## src/rtl/dsp_pipelined_mac_if.sv

```systemverilog
// dsp_pipelined_mac_if: bus bundle for dsp_pipelined_mac.
//   master : drives in_valid, a, b, m, acc_en, acc_clr; observes out, out_valid, overflow
//   slave  : the MAC side of the same signals
// a/b are DATA_WIDTH/2 bits wide, out is DATA_WIDTH bits wide.
interface dsp_pipelined_mac_if #(
    parameter int DATA_WIDTH = 4
);
    localparam int OW = DATA_WIDTH / 2;

    logic                  in_valid;
    logic [OW-1:0]         a;
    logic [OW-1:0]         b;
    logic                  m;
    logic                  acc_en;
    logic                  acc_clr;
    logic [DATA_WIDTH-1:0] out;
    logic                  out_valid;
    logic                  overflow;

    modport master (
        output in_valid, a, b, m, acc_en, acc_clr,
        input  out, out_valid, overflow
    );

    modport slave (
        input  in_valid, a, b, m, acc_en, acc_clr,
        output out, out_valid, overflow
    );
endinterface

```

## src/rtl/dsp_pipelined_mac.sv

```systemverilog
// dsp_pipelined_mac: unsigned multiply/add of two DATA_WIDTH/2-bit operands
// behind IN_STAGES input register stages (0..4), with a registered output
// and an optional accumulator.
//   clk  : rising-edge clock
//   rst  : synchronous active-high reset, clears pipeline and output state
//   bus  : dsp_pipelined_mac_if.slave
//          in_valid/a/b/m/acc_en travel together through the pipeline;
//          acc_clr bypasses it and acts on the next edge;
//          out/out_valid/overflow are registered.
// Build option: define DSP_PIPELINED_MAC_ACC_EN to build the accumulator
// (acc_en, acc_clr, sticky overflow). Without it, out loads R on every valid
// slot and overflow is tied low.
module dsp_pipelined_mac #(
    parameter int DATA_WIDTH = 4,
    parameter int IN_STAGES  = 1
) (
    input logic                 clk,
    input logic                 rst,
    dsp_pipelined_mac_if.slave  bus
);
    localparam int OW = DATA_WIDTH / 2;

    // One pipeline slot's payload; valid is carried separately in vld_pipe.
    typedef struct packed {
        logic [OW-1:0] a;
        logic [OW-1:0] b;
        logic          m;
`ifdef DSP_PIPELINED_MAC_ACC_EN
        logic          acc_en;
`endif
    } slot_t;

    slot_t in_dat;
    slot_t s_dat;    // last stage (or raw inputs at depth 0)
    logic  s_vld;

    always_comb begin
        in_dat   = '0;
        in_dat.a = bus.a;
        in_dat.b = bus.b;
        in_dat.m = bus.m;
`ifdef DSP_PIPELINED_MAC_ACC_EN
        in_dat.acc_en = bus.acc_en;
`endif
    end

    generate
        if (IN_STAGES == 0) begin : g_comb
            assign s_vld = bus.in_valid;
            assign s_dat = in_dat;
        end else begin : g_pipe
            logic [IN_STAGES:1] vld_pipe;
            slot_t              dat_pipe [IN_STAGES:1];

            // Stages always advance; reset flushes valid and data alike.
            always_ff @(posedge clk) begin
                if (rst) begin
                    vld_pipe <= '0;
                    for (int k = 1; k <= IN_STAGES; k++) dat_pipe[k] <= '0;
                end else begin
                    vld_pipe[1] <= bus.in_valid;
                    dat_pipe[1] <= in_dat;
                    for (int k = 2; k <= IN_STAGES; k++) begin
                        vld_pipe[k] <= vld_pipe[k-1];
                        dat_pipe[k] <= dat_pipe[k-1];
                    end
                end
            end

            assign s_vld = vld_pipe[IN_STAGES];
            assign s_dat = dat_pipe[IN_STAGES];
        end
    endgenerate

    // Product fits DATA_WIDTH exactly; the sum needs OW+1 bits and is
    // zero-extended by the cast.
    logic [DATA_WIDTH-1:0] r;
    always_comb begin
        r = s_dat.m ? DATA_WIDTH'(s_dat.a) * DATA_WIDTH'(s_dat.b)
                    : DATA_WIDTH'(s_dat.a) + DATA_WIDTH'(s_dat.b);
    end

    logic [DATA_WIDTH-1:0] out_q;
    logic                  out_valid_q;

    assign bus.out       = out_q;
    assign bus.out_valid = out_valid_q;

`ifdef DSP_PIPELINED_MAC_ACC_EN
    logic                  ovf_q;
    logic [DATA_WIDTH-1:0] acc_base;
    logic                  ovf_base;
    logic [DATA_WIDTH:0]   acc_sum;

    // acc_clr is not pipelined: a clear landing with an accumulate makes
    // the accumulator start from zero for that same result.
    always_comb begin
        acc_base = bus.acc_clr ? '0   : out_q;
        ovf_base = bus.acc_clr ? 1'b0 : ovf_q;
        acc_sum  = {1'b0, acc_base} + {1'b0, r};
    end

    always_ff @(posedge clk) begin
        if (rst) begin
            out_q       <= '0;
            out_valid_q <= 1'b0;
            ovf_q       <= 1'b0;
        end else if (s_vld) begin
            out_valid_q <= 1'b1;
            if (s_dat.acc_en) begin
                out_q <= acc_sum[DATA_WIDTH-1:0];
                ovf_q <= ovf_base | acc_sum[DATA_WIDTH];
            end else begin
                out_q <= r;
                ovf_q <= ovf_base;
            end
        end else begin
            out_valid_q <= 1'b0;
            if (bus.acc_clr) begin
                out_q <= '0;
                ovf_q <= 1'b0;
            end
        end
    end

    assign bus.overflow = ovf_q;
`else
    always_ff @(posedge clk) begin
        if (rst) begin
            out_q       <= '0;
            out_valid_q <= 1'b0;
        end else begin
            out_valid_q <= s_vld;
            if (s_vld) out_q <= r;
        end
    end

    assign bus.overflow = 1'b0;
`endif
endmodule

```

## src/flat_wrapper.sv

```systemverilog
// flat-port wrapper written by rule: the top's interface ports become plain ports
module dsp_pipelined_mac_flat 
#(
    parameter int DATA_WIDTH = 4,
    parameter int IN_STAGES  = 1
)
  (clk, rst, bus_in_valid, bus_a, bus_b, bus_m, bus_acc_en, bus_acc_clr, bus_out, bus_out_valid, bus_overflow);
  dsp_pipelined_mac_if #(.DATA_WIDTH(DATA_WIDTH)) bus_i ();
  input logic clk;
  input logic rst;
  input wire logic [$bits(bus_i.in_valid)-1:0] bus_in_valid;
  input wire logic [$bits(bus_i.a)-1:0] bus_a;
  input wire logic [$bits(bus_i.b)-1:0] bus_b;
  input wire logic [$bits(bus_i.m)-1:0] bus_m;
  input wire logic [$bits(bus_i.acc_en)-1:0] bus_acc_en;
  input wire logic [$bits(bus_i.acc_clr)-1:0] bus_acc_clr;
  output wire logic [$bits(bus_i.out)-1:0] bus_out;
  output wire logic [$bits(bus_i.out_valid)-1:0] bus_out_valid;
  output wire logic [$bits(bus_i.overflow)-1:0] bus_overflow;
  assign bus_i.in_valid = bus_in_valid;
  assign bus_i.a = bus_a;
  assign bus_i.b = bus_b;
  assign bus_i.m = bus_m;
  assign bus_i.acc_en = bus_acc_en;
  assign bus_i.acc_clr = bus_acc_clr;
  assign bus_out = bus_i.out;
  assign bus_out_valid = bus_i.out_valid;
  assign bus_overflow = bus_i.overflow;
  dsp_pipelined_mac #(.DATA_WIDTH(DATA_WIDTH), .IN_STAGES(IN_STAGES)) u_core (.clk(clk), .rst(rst), .bus(bus_i));
endmodule
```

## config.mk

```make
export PLATFORM = sky130hd
export DESIGN_NAME = dsp_pipelined_mac_flat
export DESIGN_NICKNAME = d
export VERILOG_FILES = /design/src/rtl/dsp_pipelined_mac_if.sv /design/src/rtl/dsp_pipelined_mac.sv /design/src/flat_wrapper.sv
export SDC_FILE = /design/constraint.sdc
export NUM_CORES = 1
export LEC_CHECK = 0
export CELL_PAD_IN_SITES_DETAIL_PLACEMENT = 2
export CELL_PAD_IN_SITES_GLOBAL_PLACEMENT = 2
export CORE_AREA = 2 2 45 55
export CTS_CLUSTER_SIZE = 16
export DETAILED_ROUTE_END_ITERATION = 10
export DIE_AREA = 0 0 47 57
export PLACE_DENSITY = 0.64
export SLEW_MARGIN = 20
export SYNTH_ARGS = -nofsm -noshare
export SYNTH_HDL_FRONTEND = slang
export SYNTH_SLANG_ARGS = --single-unit
```

## constraint.sdc

```tcl
create_clock -name clk -period 1.4 [get_ports clk]
set_input_delay 0.28 -clock clk [delete_from_list [all_inputs] [get_ports clk]]
set_output_delay 0.28 -clock clk [all_outputs]
set_load 0.02 [all_outputs]
```

# Word level (Yosys, flattened, before mapping)
# Memories as Yosys holds them, arrays and structs flattened.
# Cells that the tools add are included.
# op_classes
n_mul	1
muxes	5
n_addsub	1
n_bitwise	1
# op_table
op	n
5-bit two-way mux	1
2-bit by 2-bit multiplier with 4-bit output	1
4-bit two-way mux	1
2-bit by 2-bit adder with 3-bit output	1
1-bit two-way mux	3
1-bit OR	1
# word_totals
wordCells	12
register_bits	6
ram_bits	5
inputBits	10
memories	1
# mem_list
name	depth	width	read_ports	rd_clocked_by_memory_dff	wr	line	text
u_core.g_pipe.dat_pipe	1	5	1	0	1	dsp_pipelined_mac.sv:53	slot_t dat_pipe [IN_STAGES:1];

# Longest topological paths before layout
# logic_depth
word_depth	3
mapped_depth	5

# Worst setup path before layout
# OpenSTA, ideal clock, no wires.
# synth_path
path_type	register to register
from	memory u_core.g_pipe.dat_pipe[1][1] in the netlist's numbering
to	register u_core.out_q[1], in the netlist u_core.bus.out[1]
setup_time_ns	0.086
slack_ns	0.095
path_stages_with_launch	5
arrival_time_ns	1.220
required_ns	1.314
cell_sequence	dfxtp_1 ha_1 fa_1 mux2i_1 a211oi_1
# synth_via
elab_chain_len	3
# synth_rtl
item	line	text
from (decl)	dsp_pipelined_mac.sv:53	
memory read 1 x 5 bit *	n/a	
2-bit by 2-bit multiplier with 4-bit output or 2-bit by 2-bit adder with 3-bit output (tied branches)	dsp_pipelined_mac.sv:79, dsp_pipelined_mac.sv:80	
4-bit two-way mux *	dsp_pipelined_mac.sv:79	r = s_dat.m ? DATA_WIDTH'(s_dat.a) * DATA_WIDTH'(s_dat.b)
to (signal assigned)	dsp_pipelined_mac.sv:134	if (s_vld) out_q <= r;
to (decl)	dsp_pipelined_mac.sv:83	logic [DATA_WIDTH-1:0] out_q;
# Every way passes the cells marked *; elsewhere a longest branch is shown, timed or not.
# A chain may end at the register's enable or synchronous reset.

# Worst setup path in the final report
# Ends and elaborated chain as after synthesis.

==> results <==
## worst reg2reg max path, delay by kind of cell (launching register included)
family,cells,cell delay [ns]
adders and majority gates,2,0.66
AOI/OAI and AO/OA,1,0.19
DFF,1,0.32
muxes,1,0.07
## through the flow
step                cell area [um^2]  total power [W]  setup TNS [ns]  setup WS [ns]  hold WS, ns
CTS                              612         0.000651               0         0.0135        0.475
global route                     639         0.000681        -0.00480       -0.00480        0.504
floorplan                        447         0.000390               0         0.0948        0.352
finish                           639         0.000642               0         0.0729        0.472
detailed placement               589         0.000429               0        0.00937        0.467
global placement                 589         0.000425               0         0.0494        0.457
## per-layer routing
metal | vias to the layer above | wire length (um)
met5 | - | 0
met4 | 0 | 48
met3 | 5 | 67
met2 | 15 | 452
met1 | 156 | 305
li1 | 158 | -
## kinds of logic (layout without fill, tap and decap cells)
kind of cell	count (synthesis)	count (layout)	share of synthesized area (%)
adders and majority gates	5	5	15.7
AOI/OAI and AO/OA	4	4	6.16
other	1	1	0.840
buffers and inverters	3	16	3.64
muxes	3	3	6.72
and+or+nand+nor	14	14	17.6
DFF	11	11	49.3
## synth_stat cells, drive strengths merged
master / count
a21oi: 1
buf: 2
mux2i: 3
a211oi: 3
nor2: 3
nand3: 1
clkbuf: 1
nand2b: 1
fa: 1
ha: 4
nor2b: 7
dfxtp: 11
conb: 1
and2: 2
## layout make-up
type                            instances  share of cell area (%)
Multi-Input combinational cell         27                    37.0
Clock buffer                            4                    4.11
Timing Repair Buffer                   12                    17.8
Sequential cell                        11                    35.0
Tap cell                               31                    6.07
## worst paths after layout
kind / startpoint / end / cells after the start
setup / recovery: u_core.g_pipe.dat_pipe[1][1] / u_core.bus.out[1] / 4
hold reg to reg: u_core.bus.out[3] / u_core.bus.out[3] / 2
setup reg to reg: u_core.g_pipe.dat_pipe[1][1] / u_core.bus.out[1] / 4
hold / removal: u_core.bus.out[3] / u_core.bus.out[3] / 2
## report_power, final
| part | switching, W | internal, W | total [W] |
|---|---|---|---|
| registers | 0.0000140 | 0.000330 | 0.000344 |
| logic | 0.0000327 | 0.0000434 | 0.0000761 |
| clock network | 0.000111 | 0.000111 | 0.000221 |
| total | 0.000158 | 0.000484 | 0.000642 |
## timing repair
action	CTS	global route
setup endpoints to repair	6	2
pin swaps	0	3
gates resized for setup	6	7
hold buffers	0	0
cloned	0	0
## registers in the layout (all words and copies together), names as in the netlist
signal,cells
u_core.g_pipe.dat_pipe,5
u_core.bus.out,4
u_core.bus.out_valid,1
u_core.g_pipe.vld_pipe,1
==> run_results.csv <==
group,metric,value,unit
setup_path,cp_top_family,"adder cells",
setup_path,worst_path_max_delay_cell,"sky130_fd_sc_hd__fa_1",
hold_path,path_category_of_the_worst_min_delay_check,"register to register",
timing,setup-violations-final,0,
timing,final_hold_viol_count,0,
global_route,met3_usage,2.85,%
setup_path,critical_path.endpoint_type,"register",
logic_synthesis,post_synth_inst_count,41,
place,place_congestion,0.613,
setup_path,crit_path_cell_trace,"ha_2 -> fa_1 -> mux2i_1 -> a211oi_1",
logic_synthesis,synth.top_cell.area_share,49.3,%
setup_path,worst_ep_arrival_time,1.52,ns
global_route,grt_busiest_layer,"met2",
finish,seqCellArea,224,um^2
global_route,overall_fraction_of_global_route_tracks_in_use,8.09,%
finish,final_layout_size_suffix_gt1_share,20.4,%
route,routed-via-count,334,
clocking,clock_sink_count,11,
route,detail_route.first_pass.iterations,1,
global_route,global_route_wire_length_before_repair,1.40,mm
logic_synthesis,yosys.cell_types.count,15,
route,post_drt_via_cell_ratio,3.93,
global_route,initial_antenna_violation_count,0,
timing,finalCriticalPeriod,1.33,ns
finish,multi_input_comb_area,236,um^2
place,dp_hpwl,666,um
clocking,cts_post_setup_buffers_inserted,0,
pwr,power_per_cell_area,1000,nW/um^2
setup_path,critical_path_class,"register to register",
route,drt_wl_total,873,um
logic_synthesis,ys_warn_count,0,
clocking,clk_pin_slew_worst_paths,0.07,ns
clocking,clock_latency,0.27,ns
logic_synthesis,synth_area_leader_cell,"sky130_fd_sc_hd__dfxtp_1",
route,drcViolationCount,0,
finish,finalNetCount,70,
pwr,vdd_ir_drop_max,0.326,mV
finish,flow.area_growth_from_synthesis,43.1,%
place,placedCellCount,81,
finish,fillerInstances,258,
finish,layout.cells.most_common,"sky130_fd_sc_hd__dfxtp_1",
route,antenna_left,0,
route,wire_per_inst,10.3,um
finish,diodes,0,
finish,post-route-util,29.2,%
logic_synthesis,mappedNetlistNets,56,
logic_synthesis,synth.cell_area,447,um^2
outcome,run_status,"finished clean",
job,timing.max_cap.violations,0,
die,floorplan.initialDensity,20.4,%
setup_path,cp_num_buf_inv,0,
timing,max_freq,754,MHz
logic_synthesis,ys_seq_area_share,49.3,%
pwr,power_leakage,0.258,nW
global_route,gr-usage-met2,11.7,%
global_route,grt_start_max_net_pins,12,
global_route,gr-total-overflow,0,
timing,final.setup_skew,0.00182,ns
die,io_pins,16,
setup_path,worst_setup_path_start_kind,"register",
die,floorplan.die_area,2680,um^2
clocking,htree_num_levels,1,
logic_synthesis,post_synth.cell_area_avg,10.9,um^2
clocking,clock_tree_from_tritoncts,"done",
die,placementRows,19,
finish,layout.cells.most_common_list,"sky130_fd_sc_hd__dfxtp_1 (8), sky130_fd_sc_hd__nor2b_1 (7), sky130_fd_sc_hd__clkdlybuf4s50_1 (7)",
logic_synthesis,ys_seq_elements,11,
setup_path,timing.critical_path.fanout_max,2,
setup_path,slowest_delay,0.47,ns
clocking,cts_buffer_depth,2,
die,core-area,2190,um^2
logic_synthesis,ys_top_cells_by_area,"sky130_fd_sc_hd__dfxtp_1 (49%), sky130_fd_sc_hd__ha_1 (11%), sky130_fd_sc_hd__nor2b_1 (9.8%)",
die,die_h,57,um
place,place.port_buffers,12,
die,chipWidth,47,um
clocking,cts-buffers-inserted,3,
timing,layout_worst_path_cycle_share,94.8,%
finish,instances_no_fill,85,
setup_path,register_to_register_setup_slack,0.07,ns
clocking,ctsRootBufferMaster,"sky130_fd_sc_hd__clkbuf_4",
timing,report.final.slew_viol_count,0,
global_route,global_route.usage.met1,8.27,%
global_route,first_global_vias,322,
route,drt_iter0_markers,0,
setup_path,required,1.59,ns
Note: power is estimated with default switching activity, not from simulation.
